<file path="config.mk">
export PLATFORM = sky130hd
export DESIGN_NAME = calc_input_parser_flat
export DESIGN_NICKNAME = d
export VERILOG_FILES = /design/src/rtl/calc_if.sv /design/src/rtl/calc_input_parser.sv /design/src/flat_wrapper.sv
export SDC_FILE = /design/constraint.sdc
export NUM_CORES = 1
export LEC_CHECK = 0
export BUFFER_PORTS_ARGS = -buffer_cell sky130_fd_sc_hd__buf_2
export CAP_MARGIN = 20
export CORE_ASPECT_RATIO = 0.6
export CORE_UTILIZATION = 45
export CTS_CLUSTER_DIAMETER = 40
export DETAILED_ROUTE_END_ITERATION = 10
export GPL_TIMING_DRIVEN = 0
export HOLD_SLACK_MARGIN = 0.12
export PLACE_DENSITY_LB_ADDON = 0.12
export SETUP_SLACK_MARGIN = 0.1
export SYNTH_ARGS = -nofsm -noshare
export SYNTH_HDL_FRONTEND = slang
export SYNTH_SLANG_ARGS = --single-unit
</file>
<file path="constraint.sdc">
create_clock -name clk -period 6.3 [get_ports clk]
set_clock_uncertainty 0.1 [all_clocks]
set_input_delay 0.63 -clock clk [delete_from_list [all_inputs] [get_ports clk]]
set_output_delay 0.63 -clock clk [all_outputs]
set_load 0.05 [all_outputs]
</file>
<file path="src/rtl/calc_if.sv">
// Handshake bundle between the UART receiver, echo path, command consumer
// and the calculator input parser.
interface calc_if #(
   parameter int OPERAND_W = 16
);
   logic                 rx_valid;
   logic [7:0]           rx_data;
   logic                 rx_break;
   logic                 echo_valid;
   logic [7:0]           echo_data;
   logic                 echo_ready;
   logic [1:0]           field;
   logic [OPERAND_W-1:0] op_a;
   logic [OPERAND_W-1:0] op_b;
   logic [1:0]           op_code;
   logic                 cmd_valid;
   logic                 cmd_ack;
   logic                 err_range;
   logic                 err_overrun;

   modport master (
      output rx_valid, rx_data, rx_break, echo_ready, cmd_ack,
      input  echo_valid, echo_data, field, op_a, op_b, op_code,
      input  cmd_valid, err_range, err_overrun
   );

   modport slave (
      input  rx_valid, rx_data, rx_break, echo_ready, cmd_ack,
      output echo_valid, echo_data, field, op_a, op_b, op_code,
      output cmd_valid, err_range, err_overrun
   );
endinterface

</file>
<file path="src/rtl/calc_input_parser.sv">
// Collects operand 1, operand 2 and operator from UART bytes, echoes
// accepted characters and holds the finished command until acknowledged.
module calc_input_parser #(
   parameter int OPERAND_W  = 16,
   parameter int MAX_DIGITS = 5
) (
   input logic  clk,
   input logic  reset,
   calc_if.slave bus
);
   localparam int CW = $clog2(MAX_DIGITS + 1);
   localparam int PW = OPERAND_W + 4;
   localparam logic [PW-1:0] MAXV = {4'b0, {OPERAND_W{1'b1}}};

   typedef enum logic [1:0] {
      INPUT1 = 2'd0,
      INPUT2 = 2'd1,
      OPER   = 2'd2,
      DONE   = 2'd3
   } field_t;

   field_t               state;
   logic [OPERAND_W-1:0] op_a_q;
   logic [OPERAND_W-1:0] op_b_q;
   logic [1:0]           op_code_q;
   logic [CW-1:0]        count;
   logic                 op_seen;
   logic                 cmd_v;
   logic                 echo_v;
   logic [7:0]           echo_d;
   logic                 err_r;
   logic                 err_o;

   logic [OPERAND_W-1:0] acc;
   logic [PW-1:0]        prod;
   logic                 is_digit;
   logic                 is_del;
   logic                 is_cr;
   logic                 digit_ok;
   logic                 op_hit;
   logic [1:0]           op_enc;
   logic                 clr;
   logic                 echo_busy;

   assign acc       = (state == INPUT2) ? op_b_q : op_a_q;
   assign is_digit  = (bus.rx_data >= 8'h30) && (bus.rx_data <= 8'h39);
   assign is_del    = (bus.rx_data == 8'h08) || (bus.rx_data == 8'h7F);
   assign is_cr     = (bus.rx_data == 8'h0D);
   // Computed wide so the overflow check sees the true value
   assign prod      = ({4'b0, acc} * PW'(10))
                    + {{OPERAND_W{1'b0}}, bus.rx_data[3:0]};
   assign digit_ok  = (count < CW'(MAX_DIGITS)) && (prod <= MAXV);
   assign clr       = bus.rx_break || ((state == DONE) && bus.cmd_ack);
   assign echo_busy = echo_v && !bus.echo_ready;

   always_comb begin
      op_hit = 1'b1;
      op_enc = 2'b00;
      unique case (bus.rx_data)
         8'h2B:   op_enc = 2'b00;
         8'h2D:   op_enc = 2'b01;
         8'h2A:   op_enc = 2'b10;
         8'h2F:   op_enc = 2'b11;
         default: op_hit = 1'b0;
      endcase
   end

   always_ff @(posedge clk) begin
      if (reset) begin
         state     <= INPUT1;
         op_a_q    <= '0;
         op_b_q    <= '0;
         op_code_q <= 2'b00;
         count     <= '0;
         op_seen   <= 1'b0;
         cmd_v     <= 1'b0;
         echo_v    <= 1'b0;
         echo_d    <= 8'h00;
         err_r     <= 1'b0;
         err_o     <= 1'b0;
      end else if (clr) begin
         state   <= INPUT1;
         op_a_q  <= '0;
         op_b_q  <= '0;
         count   <= '0;
         op_seen <= 1'b0;
         cmd_v   <= 1'b0;
         err_r   <= 1'b0;
         err_o   <= 1'b0;
         if (bus.rx_break || bus.echo_ready)
            echo_v <= 1'b0;
      end else begin
         if (echo_v && bus.echo_ready)
            echo_v <= 1'b0;
         if (bus.rx_valid && state != DONE) begin
            if (echo_busy) begin
               err_o <= 1'b1;
            end else begin
               unique case (state)
                  INPUT1, INPUT2: begin
                     if (is_digit) begin
                        if (digit_ok) begin
                           if (state == INPUT1)
                              op_a_q <= prod[OPERAND_W-1:0];
                           else
                              op_b_q <= prod[OPERAND_W-1:0];
                           count  <= count + CW'(1);
                           echo_v <= 1'b1;
                           echo_d <= bus.rx_data;
                        end else begin
                           err_r <= 1'b1;
                        end
                     end else if (is_del) begin
                        if (state == INPUT1)
                           op_a_q <= '0;
                        else
                           op_b_q <= '0;
                        count <= '0;
                     end else if (is_cr && count != '0) begin
                        state <= (state == INPUT1) ? INPUT2 : OPER;
                        count <= '0;
                     end
                  end
                  OPER: begin
                     if (op_hit) begin
                        op_code_q <= op_enc;
                        op_seen   <= 1'b1;
                        echo_v    <= 1'b1;
                        echo_d    <= bus.rx_data;
                     end else if (is_del) begin
                        op_seen <= 1'b0;
                     end else if (is_cr && op_seen) begin
                        state <= DONE;
                        cmd_v <= 1'b1;
                     end
                  end
                  default: ;
               endcase
            end
         end
      end
   end

   assign bus.field       = state;
   assign bus.op_a        = op_a_q;
   assign bus.op_b        = op_b_q;
   assign bus.op_code     = op_code_q;
   assign bus.cmd_valid   = cmd_v;
   assign bus.echo_valid  = echo_v;
   assign bus.echo_data   = echo_d;
   assign bus.err_range   = err_r;
   assign bus.err_overrun = err_o;
endmodule

</file>
<file path="src/flat_wrapper.sv">
// flat-port wrapper written by rule: the top's interface ports become plain ports
module calc_input_parser_flat 
#(
   parameter int OPERAND_W  = 16,
   parameter int MAX_DIGITS = 5
)
  (clk, reset, bus_rx_valid, bus_rx_data, bus_rx_break, bus_echo_ready, bus_cmd_ack, bus_echo_valid, bus_echo_data, bus_field, bus_op_a, bus_op_b, bus_op_code, bus_cmd_valid, bus_err_range, bus_err_overrun);
  calc_if #(.OPERAND_W(OPERAND_W)) bus_i ();
  input logic clk;
  input logic reset;
  input wire logic [$bits(bus_i.rx_valid)-1:0] bus_rx_valid;
  input wire logic [$bits(bus_i.rx_data)-1:0] bus_rx_data;
  input wire logic [$bits(bus_i.rx_break)-1:0] bus_rx_break;
  input wire logic [$bits(bus_i.echo_ready)-1:0] bus_echo_ready;
  input wire logic [$bits(bus_i.cmd_ack)-1:0] bus_cmd_ack;
  output wire logic [$bits(bus_i.echo_valid)-1:0] bus_echo_valid;
  output wire logic [$bits(bus_i.echo_data)-1:0] bus_echo_data;
  output wire logic [$bits(bus_i.field)-1:0] bus_field;
  output wire logic [$bits(bus_i.op_a)-1:0] bus_op_a;
  output wire logic [$bits(bus_i.op_b)-1:0] bus_op_b;
  output wire logic [$bits(bus_i.op_code)-1:0] bus_op_code;
  output wire logic [$bits(bus_i.cmd_valid)-1:0] bus_cmd_valid;
  output wire logic [$bits(bus_i.err_range)-1:0] bus_err_range;
  output wire logic [$bits(bus_i.err_overrun)-1:0] bus_err_overrun;
  assign bus_i.rx_valid = bus_rx_valid;
  assign bus_i.rx_data = bus_rx_data;
  assign bus_i.rx_break = bus_rx_break;
  assign bus_i.echo_ready = bus_echo_ready;
  assign bus_i.cmd_ack = bus_cmd_ack;
  assign bus_echo_valid = bus_i.echo_valid;
  assign bus_echo_data = bus_i.echo_data;
  assign bus_field = bus_i.field;
  assign bus_op_a = bus_i.op_a;
  assign bus_op_b = bus_i.op_b;
  assign bus_op_code = bus_i.op_code;
  assign bus_cmd_valid = bus_i.cmd_valid;
  assign bus_err_range = bus_i.err_range;
  assign bus_err_overrun = bus_i.err_overrun;
  calc_input_parser #(.OPERAND_W(OPERAND_W), .MAX_DIGITS(MAX_DIGITS)) u_core (.clk(clk), .reset(reset), .bus(bus_i));
endmodule
</file>
==> reports/qor.yml <==
antenna_found_initial: 0
fp.dieW_um: 125
crit_family: "compound AO/OA/AOI/OAI gates"
tritoncts: "yes"
clock_sink_count: 52
worstSetupPathType: "reg -> reg"
report.final.slew_viol_count: 0
vdd_drop_max_mv: 0.0966
cts_made_buffers: 5
power.leakage_uw: 0.00216
final_cell_mix: "buf_2, nand2_1, dfxtp_1"
pwr_density_cell_nw_per_um2: 141
syn_area_per_cell_um2: 7.95
tns_ns: 0
rsz0062_at_grt: "false"
rows: 26
crit_arrival_ns: 5.80
start_util_pct: 47.3
reg2reg_depth: 16
timing.final.crit_share_pct: 91.3
wl_met2_mm: 4.81
fin_cells: 698
end_kind: "register"
ioPinCount: 62
setup_viol: 0
nNetsFinal: 626
vias_per_cell: 6.04
ys.warnings.count: 0
status: "finished with violations"
vias: 4213
holdPathStages: 1
wl_met1_mm: 6.37
drive_gt1_share_pct: 17.1
ys_async_sr_fraction_pct: 0
violations: "DRC"
post_cts_buffers: 0
place_inst: 690
h-tree-depth: 2
cp_cell_sequence: "nor2b_1 -> buf_2 -> clkbuf_1 -> mux2_2 -> ha_1 -> ha_1 -> fa_1 -> a21oi_1 -> a2bb2oi_1 -> a21boi_0 -> a211oi_2 -> nand4_1 -> o31a_1 -> o211a_1 -> o21ai_2 -> o2bb2ai_1"
worst-path-stages: 16
syn_nets: 558
dpl.hpwl_mm: 9.28
hp-class: "reg -> reg"
cts_hold_buf: 0
cts-root-buf: "clkbuf_16"
first_iter_violations: 297
worst_setup_path_start_kind: "register"
yosys_register_bits: 52
drc: 4
drt-pass1-iter-count: 8
cts_resized: 0
cp_slowest_cell: "clkbuf_1"
crit_top_cell: "ha_1"
core_um2: 8690
p_total_uw: 666
grt_max_degree: 16
final_common_cell: "buf_2"
syn-cell-area_um2: 4110
synth_cell_types: 61
gp_congestion: 0.927
cp_max_fo: 10
fin_util_pct: 54.2
synth-edff-count: 0
seq_area_frac_synth_pct: 25.3
die-area_um2: 9530
crit_path_max_incr_delay_ns: 0.67
min_period_ns: 5.75
routed_wl_mm: 12.1
top_layer: "met4"
clkTransAtPathRegs_ns: 0.07
clkLatencyLatePin_ns: 0.30
synth_ff_type: "dfxtp_1"
diodes: 0
timing.final.hold_violations: 0
relSlewSlack_pct: 42.7
grt_overflow_total: 0
clock_path_buffers: 2
cap_violations: 0
grt_pass1_wl_mm: 19.6
grt_pass1_vias: 3799
wl_per_cell_um: 17.4
die_h_um: 76.0
syn_inst: 517
fmax_ghz: 0.174
path_buf_inv: 2
grtUsageTotal_pct: 25.7
area_delta_synth_final_pct: 14.7
numPortBuffers: 61
required_ns: 6.35
drtAntennaViolNets: 0
wl_met3_um: 903
worstMarginPinSlew_ns: 0.855
==> routing by layer <==
layer	up-vias	track usage, %
met4	0	4.76
met1	2005	39.7
met2	151	36.4
met3	7	5.06
met5	-	0
li1	2050	-
==> logic make-up after synthesis <==
family	Yosys count	share of synthesized area (%)
AOI/OAI and AO/OA	118	21.5
adders and majority gates	27	8.59
and+or+nand+nor	226	27.9
DFF	52	25.3
xor gates and xnor gates	33	7.04
buffers and inverters	39	3.75
muxes	22	5.88
==> flip-flops by register name, indices dropped and copies added (netlist names), 2 cells and up <==
name,cells
u_core.bus.echo_data,8
u_core.bus.op_code,2
u_core.count,3
u_core.bus.op_b,16
u_core.bus.field,2
u_core.bus.op_a,16
==> path summary, 6_finish.rpt <==
kind | start | to | slack, ns
max | u_core.bus.field[0] | u_core.bus.op_b[15] | 0.55
min | u_core.bus.echo_data[5] | u_core.bus.echo_data[5] | 0.36
max reg2reg | u_core.bus.field[0] | u_core.bus.op_b[15] | 0.55
min reg2reg | u_core.bus.echo_data[5] | u_core.bus.echo_data[5] | 0.36
==> cells in the mapped netlist, types with 3 or more instances <==
library cell | count | area share, %
nand2_1 | 55 | 5.0
dfxtp_1 | 52 | 25
nor2_1 | 39 | 3.6
nand3_1 | 36 | 4.4
ha_1 | 25 | 7.6
a21oi_1 | 23 | 2.8
o21ai_0 | 20 | 2.4
nand4_1 | 19 | 2.9
inv_1 | 18 | 1.6
o2bb2ai_1 | 17 | 3.6
or3_1 | 17 | 2.6
xnor2_1 | 17 | 3.6
xor2_1 | 16 | 3.4
mux2i_1 | 14 | 3.4
nor3_1 | 13 | 1.6
clkbuf_1 | 11 | 1.0
and3_1 | 10 | 1.5
a21o_1 | 9 | 1.6
mux2_2 | 7 | 1.9
buf_2 | 6 | 0.73
nand2b_1 | 6 | 0.91
nand3b_1 | 5 | 0.91
nor2b_1 | 5 | 0.76
nor3b_1 | 5 | 0.91
o21a_1 | 5 | 0.91
or4_1 | 5 | 0.91
a32oi_1 | 4 | 0.85
a31oi_1 | 3 | 0.46
and2_1 | 3 | 0.46
buf_1 | 3 | 0.27
nor4_1 | 3 | 0.46
o2111ai_1 | 3 | 0.64
o211a_1 | 3 | 0.73
o21ai_1 | 3 | 0.37
or2_2 | 3 | 0.46
==> through the flow <==
stage | hold slack [ns] | cell area (um^2) | worst slack, ns
after floorplan | 0.350 | 4110 | 1.17
after global placement | 0.340 | 4550 | 0.457
after detailed placement | 0.348 | 4550 | 0.348
after CTS | 0.365 | 4700 | 0.350
after global routing | 0.391 | 4710 | 0.163
final | 0.363 | 4710 | 0.550
==> power by group <==
part,total (uW),switching (uW),internal (uW)
combinational,47.3,34.4,12.8
sequential,330,0.656,329
clock,288,131,157
total,666,166,499
==> final cells by class <==
class | count | area, um^2
Fill cell | 832 | 3980
Multi-Input combinational cell | 426 | 2920
Sequential cell | 52 | 1040
Timing Repair Buffer | 61 | 305
Tap cell | 112 | 140
Clock buffer | 6 | 139
Buffer | 20 | 82.6
Inverter | 19 | 71.3
Clock inverter | 2 | 10.0
(Power assumes the default switching activity.)
